--- config.mk ---
export PLATFORM = sky130hd
export DESIGN_NAME = read_ctrl_sync
export DESIGN_NICKNAME = d
export VERILOG_FILES = /design/src/rtl/fifo_pkg.sv /design/src/rtl/gray_sync.sv /design/src/rtl/read_ctrl_sync.sv
export SDC_FILE = /design/constraint.sdc
export NUM_CORES = 1
export LEC_CHECK = 0
export BUFFER_PORTS_ARGS = -buffer_cell sky130_fd_sc_hd__buf_4
export CORE_MARGIN = 2
export CORE_UTILIZATION = 35
export CTS_CLUSTER_DIAMETER = 50
export CTS_CLUSTER_SIZE = 16
export DETAILED_ROUTE_END_ITERATION = 8
export SLEW_MARGIN = 20
export SYNTH_ARGS = -nofsm -noshare
export SYNTH_HDL_FRONTEND = slang
export SYNTH_SLANG_ARGS = --single-unit
--- constraint.sdc ---
create_clock -name clk -period 3.65 [get_ports clk]
set_input_delay 0.73 -clock clk [delete_from_list [all_inputs] [get_ports clk]]
set_output_delay 0.73 -clock clk [all_outputs]
set_load 0.005 [all_outputs]
--- src/rtl/fifo_pkg.sv ---
// Shared pointer helpers for the async FIFO controllers.
// The write-side controller imports the same package, so both domains
// agree on the pointer width and on the gray encoding.
package fifo_pkg;

    localparam int FIFO_ADDRSIZE = 4;
    localparam int PTR_W         = FIFO_ADDRSIZE + 1;

    typedef logic [PTR_W-1:0] ptr_t;

    // Binary to reflected gray code
    function automatic ptr_t bin2gray(input ptr_t b);
        return b ^ (b >> 1);
    endfunction

    // Gray to binary: each binary bit is the xor of all gray bits at or above it
    function automatic ptr_t gray2bin(input ptr_t g);
        ptr_t b;
        b[PTR_W-1] = g[PTR_W-1];
        for (int i = PTR_W - 2; i >= 0; i--) begin
            b[i] = b[i+1] ^ g[i];
        end
        return b;
    endfunction

endpackage

--- src/rtl/gray_sync.sv ---
// Multi-flop synchroniser for a gray-coded pointer crossing clock domains.
// Only one bit changes per step, so every captured value is either the
// old or the new pointer, never a mix.
module gray_sync #(
    parameter int WIDTH  = 5,
    parameter int STAGES = 2
) (
    input  logic             clk,
    input  logic             rst,
    input  logic [WIDTH-1:0] d,
    output logic [WIDTH-1:0] q
);

    logic [WIDTH-1:0] chain [STAGES];

    // Shift the asynchronous input through the flop chain, cleared on reset
    always_ff @(posedge clk or posedge rst) begin
        if (rst) begin
            for (int i = 0; i < STAGES; i++) begin
                chain[i] <= '0;
            end
        end else begin
            chain[0] <= d;
            for (int i = 1; i < STAGES; i++) begin
                chain[i] <= chain[i-1];
            end
        end
    end

    assign q = chain[STAGES-1];

endmodule

--- src/rtl/read_ctrl_sync.sv ---
// Read-domain pointer and flag controller for the async FIFO.
// Synchronises the write gray pointer locally, then derives empty,
// fill level, almost-empty and underflow from it. Empty is pessimistic:
// the synchronised write pointer can only lag, so empty may linger but
// never drops before data is really there.
// ADDRSIZE must match fifo_pkg::FIFO_ADDRSIZE, since the pointer helpers
// are shared with the write side at that width.
module read_ctrl_sync
    import fifo_pkg::*;
#(
    parameter int ADDRSIZE    = FIFO_ADDRSIZE,
    parameter int SYNC_STAGES = 2
) (
    input  logic                clk,
    input  logic                rst,
    input  logic                signal_read,
    input  logic [ADDRSIZE:0]   graycode_wptr,
    input  logic [ADDRSIZE:0]   ae_thresh,
    output logic                empty,
    output logic                almost_empty,
    output logic [ADDRSIZE-1:0] read_address,
    output logic [ADDRSIZE:0]   graycode_rptr,
    output logic [ADDRSIZE:0]   rd_level,
    output logic                underflow
);

    ptr_t rptr_bin;
    ptr_t wptr_s;
    ptr_t wbin_s;
    ptr_t rbin_next;
    ptr_t rgray_next;
    ptr_t level_next;
    logic rd_ok;

    gray_sync #(
        .WIDTH  (PTR_W),
        .STAGES (SYNC_STAGES)
    ) u_wptr_sync (
        .clk (clk),
        .rst (rst),
        .d   (graycode_wptr),
        .q   (wptr_s)
    );

    // Next read pointer and the fill level it leaves behind
    always_comb begin
        wbin_s     = gray2bin(wptr_s);
        rd_ok      = signal_read & ~empty;
        rbin_next  = rptr_bin + {{ADDRSIZE{1'b0}}, rd_ok};
        rgray_next = bin2gray(rbin_next);
        level_next = wbin_s - rbin_next;
    end

    // Pointer, flag and level registers, all updated from the same next pointer
    always_ff @(posedge clk or posedge rst) begin
        if (rst) begin
            rptr_bin      <= '0;
            graycode_rptr <= '0;
            empty         <= 1'b1;
            almost_empty  <= 1'b1;
            rd_level      <= '0;
            underflow     <= 1'b0;
        end else begin
            rptr_bin      <= rbin_next;
            graycode_rptr <= rgray_next;
            empty         <= (rgray_next == wptr_s);
            almost_empty  <= (level_next <= ae_thresh);
            rd_level      <= level_next;
            underflow     <= signal_read & empty;
        end
    end

    assign read_address = rptr_bin[ADDRSIZE-1:0];

endmodule

==> load_flow_metrics.sql <==
INSERT INTO impl_metrics (metric_group, metric, value, unit) VALUES
('outcome', 'run_status', 'finished clean', ''),
('logic_synthesis', 'syn-cell-area', '0.001324', 'sq mm'),
('timing', 'finalWorstPathRequiredPeriod', '3.173', 'ns'),
('place', 'detailed_place_hpwl', '1.581', 'mm'),
('pwr', 'power_frac_comb', '58.4', '%'),
('cells_and_area', 'finish.cell_count_without_fillers', '189', ''),
('setup_path', 'r2r-end', 'almost_empty$_DFF_PP1_', ''),
('logic_synthesis', 'synthCells', '109', ''),
('logic_synthesis', 'postSynthNetCount', '134', ''),
('min_path', 'hold_path_end', 'u_wptr_sync.q[2]$_DFF_PP0_', ''),
('timing', 'period_share', '86.93', '%'),
('setup_path', 'worstPathRequired', '3.85', 'ns'),
('clocking', 'cts.root.buffer_cell', 'sky130_fd_sc_hd__clkbuf_8', ''),
('timing', 'timing.max_slew.rel_slack', '40.43', '%'),
('place', 'portBuffers', '29', ''),
('global_route', 'antenna_violations_before_repair', '0', ''),
('setup_path', 'end_kind', 'register', ''),
('logic_synthesis', 'synth-warning-count', '0', ''),
('route', 'avgRoutedWirePerCell', '10.40', 'microns'),
('pwr', 'netSwitchingFraction', '37.46', '%'),
('timing', 'worstMarginPinSlew', '0.8881', 'ns'),
('cells_and_area', 'multiInputGateArea', '559.3', 'sq um'),
('timing', 'hold_viol', '0', ''),
('setup_path', 'timing.critical_path.from_type', 'register', ''),
('pwr', 'power-per-cell-area', '967.2', 'mW/mm^2'),
('clocking', 'post_cts_resized', '0', ''),
('logic_synthesis', 'synth_seq_cells', '27', ''),
('route', 'drt_first_pass_iters', '4', ''),
('cells_and_area', 'antennaDiodeCount', '0', ''),
('global_route', 'wire_length_of_the_first_global_routing_pass', '3.574', 'mm'),
('timing', 'setup_total_negative_slack', '0', 'ns'),
('floorplan', 'floorplan.core_area', '0.003661', 'sq mm'),
('cells_and_area', 'area.sequential', '678.2', 'sq um'),
('clocking', 'post_cts_hold_buffer_count', '0', ''),
('floorplan', 'ios', '30', ''),
('route', 'drtAntennaViolNets', '0', ''),
('pwr', 'p_seq_share', '31.5', '%'),
('route', 'initialDrtViolationCount', '54', ''),
('clocking', 'clkSlewWorstSetupHoldPaths', '0.08', 'ns'),
('pwr', 'vdd_ir_drop_max', '0.3226', 'mV'),
('cells_and_area', 'synthToLayoutAreaGrowth', '23.35', '%'),
('clocking', 'ctsLongestPathBuffers', '2', ''),
('timing', 'achievable-frequency', '315.2', 'MHz'),
('global_route', 'grt_usage', '10.85', '%'),
('setup_path', 'worstPathMaxFanout', '3', ''),
('route', 'post_drt_via_cell_ratio', '4.307', ''),
('cells_and_area', 'final_nets', '167', ''),
('floorplan', 'initial_utilization', '36.16', '%'),
('setup_path', 'rrSetupSlack', '0.48', 'ns'),
('setup_path', 'worstRegToRegCells', '13', ''),
('clocking', 'clock_insertion_delay_worst_skew', '0.26', 'ns'),
('pwr', 'cell_internal_pwr', '0.0009877', 'W'),
('timing', 'finalSetupViolCount', '0', ''),
('route', 'totalWireLength', '1.965', 'mm'),
('global_route', 'vias_in_the_first_global_route', '807', ''),
('setup_path', 'setup.worst_path.class', 'reg -> reg', ''),
('pwr', 'power.net_switching', '0.0005916', 'W'),
('setup_path', 'worstReg2RegStart', 'u_wptr_sync.q[4]$_DFF_PP0_', ''),
('place', 'gp_congestion', '0.7377', ''),
('floorplan', 'die_w', '65.50', 'microns'),
('logic_synthesis', 'yosysSeqAreaShare', '51.23', '%'),
('timing', 'worst_clock_skew', '0.001599', 'ns'),
('floorplan', 'placementRows', '22', ''),
('min_path', 'hold_path_depth', '0', ''),
('pwr', 'power_frac_clock', '10.1', '%'),
('cells_and_area', 'num-fill-cells', '351', ''),
('floorplan', 'die_outline_area', '0.004290', 'sq mm'),
('min_path', 'timing.hold.worst.start', 'u_wptr_sync.chain[7]$_DFF_PP0_', ''),
('global_route', 'grt_max_degree', '28', ''),
('clocking', 'h-tree-depth', '1', ''),
('route', 'num_vias', '814', '');
[placed cells by master (no fill, tap or decap)]
cell                        n
sky130_fd_sc_hd__buf_4     31
sky130_fd_sc_hd__dfrtp_1   25
sky130_fd_sc_hd__inv_1     14
sky130_fd_sc_hd__xnor2_1   13
sky130_fd_sc_hd__ha_1      11
sky130_fd_sc_hd__xor2_1    10
sky130_fd_sc_hd__a21oi_1    4
sky130_fd_sc_hd__o21a_1     3
sky130_fd_sc_hd__clkbuf_8   3
sky130_fd_sc_hd__nand3_1    2
sky130_fd_sc_hd__a21o_1     2
sky130_fd_sc_hd__nor2b_1    2
sky130_fd_sc_hd__dfstp_2    2
sky130_fd_sc_hd__nand2_1    1
sky130_fd_sc_hd__xor2_2     1
sky130_fd_sc_hd__nand4_1    1
sky130_fd_sc_hd__and4b_1    1
sky130_fd_sc_hd__a21boi_0   1
sky130_fd_sc_hd__nor3b_1    1
sky130_fd_sc_hd__and3_2     1
sky130_fd_sc_hd__nor4_2     1
sky130_fd_sc_hd__nand3b_1   1
sky130_fd_sc_hd__o21ai_0    1
sky130_fd_sc_hd__nand2b_1   1
sky130_fd_sc_hd__nor2_1     1
sky130_fd_sc_hd__and4_1     1
sky130_fd_sc_hd__and2_1     1
sky130_fd_sc_hd__and3_1     1
sky130_fd_sc_hd__o21ai_1    1
sky130_fd_sc_hd__clkinv_1   1
sky130_fd_sc_hd__fa_1       1
sky130_fd_sc_hd__clkinv_2   1
[through the flow]
stage                     worst slack (ns)  power (W)  hold WS (ns)  area (sq um)  utilization, %
after floorplan                     0.6826   0.001154        0.3312          1324               -
after global placement              0.4525   0.001423        0.3330          1587           43.34
after detailed placement            0.3475   0.001440        0.3347          1587           43.34
after CTS                           0.4575   0.001610        0.3559          1633           44.60
after global routing                0.2719   0.001748        0.3627          1633           44.60
final                               0.4770   0.001579        0.3528          1633           44.60
[power groups by stage]
stage | combinational [W] | sequential (W) | clock, W
after global placement | 0.000920 | 0.000503 | 0
final | 0.000923 | 0.000497 | 0.000159
after CTS | 0.000939 | 0.000501 | 0.000170
after detailed placement | 0.000933 | 0.000507 | 0
after floorplan | 0.000668 | 0.000486 | 0
after global routing | 0.00105 | 0.000514 | 0.000182
[synthesized netlist by cell type (all sizes together)]
library cell	instances	area [sq um]
a21boi	1	7.510
a21o	2	15.01
a21oi	4	20.02
and2	1	6.260
and3	2	13.77
and4	1	8.760
and4b	1	10.01
buf	3	30.03
dfrtp	25	625.6
dfstp	2	52.55
fa	1	20.02
ha	11	137.6
inv	15	56.30
nand2	1	3.750
nand2b	1	6.260
nand3	2	10.01
nand3b	1	7.510
nand4	1	6.260
nor2	1	3.750
nor2b	2	12.51
nor3b	1	7.510
nor4	1	12.51
o21a	3	22.52
o21ai	2	10.00
xnor2	13	113.9
xor2	11	103.9
[worst max path at each step]
| stage | depth (start not counted) | start | end |
|---|---|---|---|
| floorplan | 13 | signal_read | almost_empty$_DFF_PP1_ |
| global placement | 12 | signal_read | almost_empty$_DFF_PP1_ |
| detailed placement | 13 | signal_read | almost_empty$_DFF_PP1_ |
| CTS | 13 | u_wptr_sync.q[4]$_DFF_PP0_ | almost_empty$_DFF_PP1_ |
| global route | 13 | u_wptr_sync.q[4]$_DFF_PP0_ | almost_empty$_DFF_PP1_ |
| finish | 13 | u_wptr_sync.q[4]$_DFF_PP0_ | almost_empty$_DFF_PP1_ |
[worst max-delay path: stages, from the launching register on]
cell and delay [ns]:
sky130_fd_sc_hd__dfrtp_1 0.40, sky130_fd_sc_hd__xor2_1 0.23, sky130_fd_sc_hd__xnor2_1 0.19, sky130_fd_sc_hd__xor2_1 0.37
sky130_fd_sc_hd__xor2_1 0.13, sky130_fd_sc_hd__ha_1 0.25, sky130_fd_sc_hd__fa_1 0.48, sky130_fd_sc_hd__inv_1 0.05
sky130_fd_sc_hd__ha_1 0.28, sky130_fd_sc_hd__nor2b_1 0.13, sky130_fd_sc_hd__o21a_1 0.16, sky130_fd_sc_hd__o21a_1 0.16
sky130_fd_sc_hd__o21a_1 0.16, sky130_fd_sc_hd__o21ai_1 0.11
[cell type report]
class / instances / area share [%]
clock buffer: 3 / 2.529
sequential: 27 / 41.53
inverter: 15 / 3.448
tap: 48 / 3.678
clock inverter: 1 / 0.3065
timing repair buffer: 31 / 14.25
multi-input combinational: 64 / 34.25
[flip-flops by register name, summed over array words and instances (netlist names)]
signal	flops
rptr_bin	4
graycode_rptr	5
u_wptr_sync.chain	5
almost_empty	1
u_wptr_sync.q	5
underflow	1
rd_level	5
empty	1
[cell families after synthesis]
kind of cell,Yosys count,share of synthesized area [%]
compound gates,12,5.670
xor+xnor,24,16.45
buf+inv,18,6.522
fa+ha+maj,12,11.91
flops,27,51.23
simple gates,16,8.224
[per-layer routing]
layer	up-vias	share of wire (%)	GRT usage, %
met1	377	49	14.93
met5	-	0	0
li1	412	-	-
met4	0	1.4	4.688
met3	4	5.2	3.082
met2	21	45	15.94
Power figures use the tool's default switching activity.
